### config.mk
export PLATFORM = sky130hd
export DESIGN_NAME = delivery_ctrl
export DESIGN_NICKNAME = d
export VERILOG_FILES = /design/src/rtl/delivery_ctrl.sv
export SDC_FILE = /design/constraint.sdc
export NUM_CORES = 1
export LEC_CHECK = 0
export CAP_MARGIN = 20
export CELL_PAD_IN_SITES_DETAIL_PLACEMENT = 1
export CELL_PAD_IN_SITES_GLOBAL_PLACEMENT = 1
export CORE_UTILIZATION = 25
export DETAILED_ROUTE_END_ITERATION = 8
export GPL_TIMING_DRIVEN = 0
export PLACE_DENSITY_LB_ADDON = 0.1
export SYNTH_ARGS = -nofsm -noshare
export SYNTH_HDL_FRONTEND = slang
export SYNTH_SLANG_ARGS = --single-unit
### constraint.sdc
create_clock -name clk -period 2 [get_ports clk]
set_input_delay 0.2 -clock clk [delete_from_list [all_inputs] [get_ports clk]]
set_output_delay 0.2 -clock clk [all_outputs]
set_load 0.02 [all_outputs]
### src/rtl/delivery_ctrl.sv
// delivery_ctrl: colour-delivery sequencer.
// Latches an object colour on start, tracks until the station colour matches,
// bounces at the end of the track up to MAX_LAPS times, then returns home and
// reverses into the dock. Object removal is confirmed by a debounced hall input.
// Optional per-state watchdog enabled by defining DELIVERY_WDOG_EN.
module delivery_ctrl #(
    parameter int COLOR_W  = 2,
    parameter int MAX_LAPS = 2,
    parameter int HALL_DEB = 1000,
    parameter int WDOG_CYC = 2**28
) (
    input  logic                          clk,
    input  logic                          rst,
    input  logic                          start,
    input  logic [COLOR_W-1:0]            object_color,
    input  logic [COLOR_W-1:0]            station_color,
    input  logic                          hall,
    input  logic                          end_of_track,
    input  logic                          uturn_finished,
    input  logic                          brake_finished,
    input  logic                          reverse_finished,
    input  logic                          buzz_finished,
    output logic                          en_tracking,
    output logic                          en_uturn,
    output logic                          en_brake,
    output logic                          en_reverse,
    output logic                          en_buzz,
    output logic                          object_led,
    output logic                          station_led,
    output logic [3:0]                    disp_state,
    output logic [COLOR_W-1:0]            disp_color,
    output logic [$clog2(MAX_LAPS+1)-1:0] lap_cnt,
    output logic                          fault
);

    localparam int LAP_W  = $clog2(MAX_LAPS + 1);
    localparam int DEB_W  = (HALL_DEB > 1) ? $clog2(HALL_DEB) : 1;
    localparam int WDOG_W = (WDOG_CYC > 1) ? $clog2(WDOG_CYC) : 1;

    // State encodings double as the display codes.
    typedef enum logic [3:0] {
        S_READY   = 4'h0,
        S_SEND    = 4'h1,
        S_MATCH   = 4'h2,
        S_EOT     = 4'h3,
        S_UTURN   = 4'h4,
        S_RETURN  = 4'h5,
        S_REVERSE = 4'h6,
        S_NOCOLOR = 4'h7,
        S_FAULT   = 4'hF
    } state_t;

    state_t             state, state_n;
    logic [COLOR_W-1:0] color_q, color_n;
    logic [LAP_W-1:0]   lap_q, lap_n;
    logic               returning, returning_n;
    logic               ret_home, ret_home_n;
    logic               buzz_seen, buzz_seen_n;
    logic               brake_seen, brake_seen_n;
    logic [DEB_W-1:0]   deb_cnt, deb_n;
    logic               buzz_ok, brake_ok;

    // Output values decoded from the next state, registered alongside it.
    logic en_tracking_n, en_uturn_n, en_brake_n, en_reverse_n, en_buzz_n;
    logic object_led_n, station_led_n;

`ifdef DELIVERY_WDOG_EN
    logic [WDOG_W-1:0] wdog_cnt, wdog_n;
    logic              wdog_counting;
`endif

    assign buzz_ok  = buzz_finished | buzz_seen;
    assign brake_ok = brake_finished | brake_seen;

    // Next-state, bookkeeping and output decode.
    always_comb begin
        state_n       = state;
        color_n       = color_q;
        lap_n         = lap_q;
        returning_n   = returning;
        ret_home_n    = ret_home;
        buzz_seen_n   = buzz_seen;
        brake_seen_n  = brake_seen;
        deb_n         = '0;

        case (state)
            S_READY: begin
                if (start) begin
                    if (object_color == '0) begin
                        state_n = S_NOCOLOR;
                    end else begin
                        state_n     = S_SEND;
                        color_n     = object_color;
                        lap_n       = '0;
                        returning_n = 1'b0;
                        ret_home_n  = 1'b0;
                    end
                end
            end
            S_NOCOLOR: begin
                if (buzz_finished) state_n = S_READY;
            end
            S_SEND: begin
                // A colour match wins over a simultaneous end of track.
                if (station_color == color_q) begin
                    state_n = S_MATCH;
                end else if (end_of_track) begin
                    state_n      = S_EOT;
                    lap_n        = (lap_q == LAP_W'(MAX_LAPS)) ? lap_q : lap_q + LAP_W'(1);
                    buzz_seen_n  = 1'b0;
                    brake_seen_n = 1'b0;
                end
            end
            S_MATCH: begin
                // Count consecutive low hall cycles; any high restarts the run.
                if (!hall) begin
                    if (deb_cnt == DEB_W'(HALL_DEB - 1)) begin
                        state_n     = S_UTURN;
                        returning_n = 1'b1;
                    end else begin
                        deb_n = deb_cnt + DEB_W'(1);
                    end
                end
            end
            S_EOT: begin
                // Buzzer and brake completions may arrive in any order.
                buzz_seen_n  = buzz_ok;
                brake_seen_n = brake_ok;
                if (buzz_ok && brake_ok) begin
                    state_n      = S_UTURN;
                    buzz_seen_n  = 1'b0;
                    brake_seen_n = 1'b0;
                    if (lap_q == LAP_W'(MAX_LAPS)) returning_n = 1'b1;
                end
            end
            S_UTURN: begin
                if (uturn_finished) begin
                    if (ret_home)       state_n = S_REVERSE;
                    else if (returning) state_n = S_RETURN;
                    else                state_n = S_SEND;
                end
            end
            S_RETURN: begin
                if (end_of_track) begin
                    state_n    = S_UTURN;
                    ret_home_n = 1'b1;
                end
            end
            S_REVERSE: begin
                if (reverse_finished) begin
                    state_n     = S_READY;
                    color_n     = '0;
                    lap_n       = '0;
                    returning_n = 1'b0;
                    ret_home_n  = 1'b0;
                end
            end
            S_FAULT: begin
                state_n = S_FAULT;
            end
            default: begin
                state_n = S_READY;
            end
        endcase

`ifdef DELIVERY_WDOG_EN
        // Watchdog overrides any normal transition once the limit is reached.
        wdog_counting = (state == S_SEND) || (state == S_EOT) || (state == S_UTURN) ||
                        (state == S_RETURN) || (state == S_REVERSE);
        if (wdog_counting && (wdog_cnt == WDOG_W'(WDOG_CYC - 1))) state_n = S_FAULT;
        if (state_n != state)  wdog_n = '0;
        else if (wdog_counting) wdog_n = wdog_cnt + WDOG_W'(1);
        else                    wdog_n = wdog_cnt;
`endif

        en_tracking_n = (state_n == S_SEND) || (state_n == S_RETURN);
        en_uturn_n    = (state_n == S_UTURN);
        en_brake_n    = (state_n == S_MATCH) || (state_n == S_EOT);
        en_reverse_n  = (state_n == S_REVERSE);
        en_buzz_n     = (state_n == S_MATCH) || (state_n == S_EOT) ||
                        (state_n == S_NOCOLOR) || (state_n == S_FAULT);
        object_led_n  = (state_n == S_READY) || (state_n == S_NOCOLOR);
        station_led_n = (state_n == S_SEND);
    end

    // State, bookkeeping and registered outputs.
    always_ff @(posedge clk) begin
        if (!rst) begin
            state       <= S_READY;
            color_q     <= '0;
            lap_q       <= '0;
            returning   <= 1'b0;
            ret_home    <= 1'b0;
            buzz_seen   <= 1'b0;
            brake_seen  <= 1'b0;
            deb_cnt     <= '0;
            en_tracking <= 1'b0;
            en_uturn    <= 1'b0;
            en_brake    <= 1'b0;
            en_reverse  <= 1'b0;
            en_buzz     <= 1'b0;
            object_led  <= 1'b1;
            station_led <= 1'b0;
        end else begin
            state       <= state_n;
            color_q     <= color_n;
            lap_q       <= lap_n;
            returning   <= returning_n;
            ret_home    <= ret_home_n;
            buzz_seen   <= buzz_seen_n;
            brake_seen  <= brake_seen_n;
            deb_cnt     <= deb_n;
            en_tracking <= en_tracking_n;
            en_uturn    <= en_uturn_n;
            en_brake    <= en_brake_n;
            en_reverse  <= en_reverse_n;
            en_buzz     <= en_buzz_n;
            object_led  <= object_led_n;
            station_led <= station_led_n;
        end
    end

`ifdef DELIVERY_WDOG_EN
    // Watchdog counter and sticky fault flag.
    always_ff @(posedge clk) begin
        if (!rst) begin
            wdog_cnt <= '0;
            fault    <= 1'b0;
        end else begin
            wdog_cnt <= wdog_n;
            fault    <= (state_n == S_FAULT);
        end
    end
`else
    assign fault = 1'b0;
`endif

    assign disp_state = state;
    assign disp_color = color_q;
    assign lap_cnt    = lap_q;

endmodule

==> impl_summary.txt <==
----------------------------------------------------
[Synth]
  Area share of the largest cell type after synthesis ... 0.396
  Number of enable flip-flop cells after synthesis ... 0
  Area contributors post-synth ... sky130_fd_sc_hd__dfxtp_1 (40%), sky130_fd_sc_hd__nor2_1 (5.4%), sky130_fd_sc_hd__a21oi_1 (3.8%), sky130_fd_sc_hd__xnor2_1 (3.6%), sky130_fd_sc_hd__nand3_1 (3.1%)
  Most frequently used flop master after synthesis ... sky130_fd_sc_hd__dfxtp_1
  Post-synthesis area per instance ... 8.52 sq um
  Synthesis warning total ... 0
  Top cell type by total area after synthesis ... sky130_fd_sc_hd__dfxtp_1
  Flip-flop and latch count after synthesis ... 29
  Cell area after synthesis ... 1470 sq um
  Net Count, Synth ... 187
  Proportion of synthesized chip area in sequential cells ... 0.396
  Post-synthesis instance total ... 172
  Async set or reset register ratio after synthesis ... 0
  Synth cell types ... 46

[Timing]
  Total setup violations reported at the end of the flow ... 0
  Fmax achieved ... 522 MHz
  Tcrit/Tclk final ... 0.958
  Period minus WS final ... about 1900 ps
  Unrepaired setup endpoints after global routing ... no
  Worst-margin pin slew ... 512 ps
  Headroom to the max-slew limit ... 0.659
  Total count of hold-check failures in the final report ... 0
  Worst clock skew on the final layout ... 4.27 ps
  Min setup slack post-route ... 84.2 ps
  Final-layout worst hold slack ... 465 ps
  Sum of negative setup slack ... 0 ps
  Max-slew violation count ... 0

[Clock tree]
  Clock transition at the register clock pins on the worst setup and hold paths after CTS ... 60 ps
  CTS tree ... built
  H-tree depth reported by CTS ... 2
  TritonCTS Sinks ... 29
  Total clock buffers created by CTS ... 5
  Root cell of the clock tree ... sky130_fd_sc_hd__clkbuf_8
  Max Buffers Root-to-Sink ... 2
  CTS Hold Bufs ... 0
  Clock network latency to the later pin of the worst-skew pair ... roughly 280 ps

[Cells and area]
  Most used cells in the layout excluding fill and tap cells ... sky130_fd_sc_hd__dfxtp_1 (27), sky130_fd_sc_hd__clkdlybuf4s50_1 (27), sky130_fd_sc_hd__nor2_1 (21)
  N_diodes ... 0
  Number of nets in the finished design ... between 200 and 250
  Area delta synth->final ... 34.5%
  Share of final-layout standard cells stronger than drive strength 1 ... 0.130
  Final standard cell count with taps included and fillers excluded ... between 200 and 300

[Worst hold path]
  Worst hold start ... deb_cnt[0]
  Worst hold stages ... 1
  Worst hold endpoint ... deb_cnt[0]
  Class of the tightest hold or removal check ... flip-flop to flip-flop

[Power and ir drop]
  Clk pwr share ... 0.307
  Power per unit of standard cell area ... 875 nW/um^2
  Combinational cell fraction of total power ... 0.305
  Switch share ... 0.312
  Max VDD drop ... slightly below 300 uV
  Part of the total power dissipated in sequential elements ... 0.388
  Overall Power ... 1720 uW
  Power dissipated by switching net loads ... 537 uW
  Internal power contribution ... 1190 uW
  Static leakage ... 0.000689 uW

[Critical path]
  Required time at the worst-slack endpoint ... 2190 ps
  Cells along the critical path ... or3_4 > or2_1 > o21bai_1 > nor4bb_4 > buf_4 > nor4_2
  Crit Path Max Fanout ... 7
  CP Capture Type ... flip-flop
  Startpoint type of the worst setup path ... flip-flop
  Crit Path Category ... flip-flop to flip-flop
  Data arrival at the endpoint of the critical path ... 2100 ps
  RR Startpoint ... disp_state[1]
  Worst reg2reg path depth ... 6
  Worst reg-to-reg setup slack ... 80 ps
  Max stage delay cell, worst path ... sky130_fd_sc_hd__or3_4
  Max incr delay on CP ... 420 ps
  Crit Reg-Reg Endpoint ... en_reverse

[Place]
  Final HPWL DP ... 3.08 mm
  Worst setup timing slack at the placement stage ... -161 ps
  Placed cell count ... ~270
  PortBufs ... 27
  Routability congestion estimate ... between 0.7 and 0.8

[Drt]
  Via/cell ratio ... 4.88
  Number of antenna-violating nets in the routed design ... 0
  Vias after detailed routing ... 1367
  DRC violations left ... 0
  Wirelength per Cell ... 14.1 um
  First-pass DRT Iterations ... 4
  Aggregate routed wire length ... 3.95 mm
  First DRT Iteration DRCs ... 36

[GRT]
  Via count of the first global-routing pass ... 1420
  Global-route wire length before repair ... roughly 6.6 mm
  Initial antenna violation count ... 0
  Global routing usage on met3 ... 0.0302
  Highest-utilization routing layer at the global route stage ... met2
  Pin count of the biggest net entering global routing ... 11
  Total global-route track usage ... 0.137
  Met2 layer usage reported by global route ... 0.245
  GR Util met1 ... 0.160
  Overflow left after global routing ... 0

[Die]
  Die Y ... 78.6 um
  Num rows ... 27
  I/O pin count ... 29
  Width of the die ... 78.6 um
  Standard cell core area ... about 5600 sq um
  Initial cell density of the core ... 0.263
  Area enclosed by the die boundary ... 6170 sq um

[Run]
  Max-cap check violation count ... 0

[Status]
  Status ... completed

----------------------------------------------------
-- sequential cells by signal, summed over array words and instances (netlist names) --
signal	cells
buzz_seen	1
returning	1
en_brake	1
disp_color	2
en_tracking	1
en_uturn	1
station_led	1
object_led	1
lap_cnt	2
disp_state	4
en_reverse	1
brake_seen	1
ret_home	1
deb_cnt	10
en_buzz	1
-- worst max path at each step --
stage / from / endpoint / slack, ps / cells past startpoint
5_1_grt: disp_state[1] / en_reverse / 20 / 6
2_1_floorplan: disp_state[1] / station_led / 180 / 5
4_1_cts: deb_cnt[0] / en_uturn / 20 / 6
3_5_place_dp: uturn_finished / en_buzz / -160 / 6
3_3_place_gp: uturn_finished / en_buzz / -110 / 6
6_report: disp_state[1] / en_reverse / 80 / 6
-- kinds of logic after synthesis --
logic type,after synthesis,share of synthesized area
other cells,1,0.00256
buf+inv,13,0.0393
xor+xnor,10,0.0598
compound gates,32,0.153
fa+ha+maj,2,0.0171
flops,29,0.396
simple gates,85,0.332
-- per-layer routing --
| metal | vias to the layer above | wire length [um] |
|---|---|---|
| met2 | 21 | 2000 |
| met4 | 0 | 35 |
| met1 | 662 | 1770 |
| met5 | - | 0 |
| li1 | 680 | - |
| met3 | 4 | 146 |
-- per-stage QoR --
stage / area (sq um) / utilization
3_5_place_dp: 1830 / 0.327
2_1_floorplan: 1470 / -
6_report: 1970 / 0.354
4_1_cts: 1940 / 0.347
5_1_grt: 1970 / 0.354
3_3_place_gp: 1830 / 0.327
-- what timing repair did --
item | 4_1_cts | 5_1_grt
buffers inserted | 0 | 1
pin swaps | 1 | 1
setup endpoints to repair | 6 | 9
resized for setup | 2 | 5
-- cell usage after synthesis (2+ instances only) --
library cell and number:
sky130_fd_sc_hd__a211oi_1 2, sky130_fd_sc_hd__a21oi_1 11, sky130_fd_sc_hd__and2_1 2, sky130_fd_sc_hd__and3_1 2, sky130_fd_sc_hd__and4_1 3, sky130_fd_sc_hd__buf_2 4, sky130_fd_sc_hd__dfxtp_1 29, sky130_fd_sc_hd__ha_1 2
sky130_fd_sc_hd__inv_1 7, sky130_fd_sc_hd__nand2_1 12, sky130_fd_sc_hd__nand2b_1 3, sky130_fd_sc_hd__nand3_1 9, sky130_fd_sc_hd__nand3b_1 2, sky130_fd_sc_hd__nor2_1 21, sky130_fd_sc_hd__nor2b_1 3, sky130_fd_sc_hd__nor3_1 9
sky130_fd_sc_hd__nor3b_1 2, sky130_fd_sc_hd__nor4_1 2, sky130_fd_sc_hd__o211ai_1 3, sky130_fd_sc_hd__o21ai_0 5, sky130_fd_sc_hd__or3_1 6, sky130_fd_sc_hd__xnor2_1 6, sky130_fd_sc_hd__xor2_1 4
-- layout make-up --
type                       count  area (sq um)
fill                         662          3600
sequential                    29           583
tap                           72          90.1
buffer                         6          31.3
clock buffer                   7          96.3
inverter                       7          26.3
clock inverter                 1          5.00
multi-input combinational    130           861
timing repair buffer          28           278
-- worst max-delay path, delay by kind of cell, from the launching register on --
| kind | cells | cell delay [ps] |
|---|---|---|
| AND/OR/NAND/NOR | 4 | 1110 |
| flip-flops | 1 | 340 |
| AO/OA/AOI/OAI | 1 | 210 |
| buffers and inverters | 1 | 160 |
-- power by group through the flow --
stage / clock network, uW / registers [uW] / logic (uW)
4_1_cts: 553 / 667 / 511
3_5_place_dp: 0 / 678 / 506
6_report: 529 / 669 / 525
2_1_floorplan: 0 / 724 / 266
3_3_place_gp: 0 / 675 / 501
5_1_grt: 573 / 676 / 572
No activity file was read; power rests on OpenSTA's default activity.
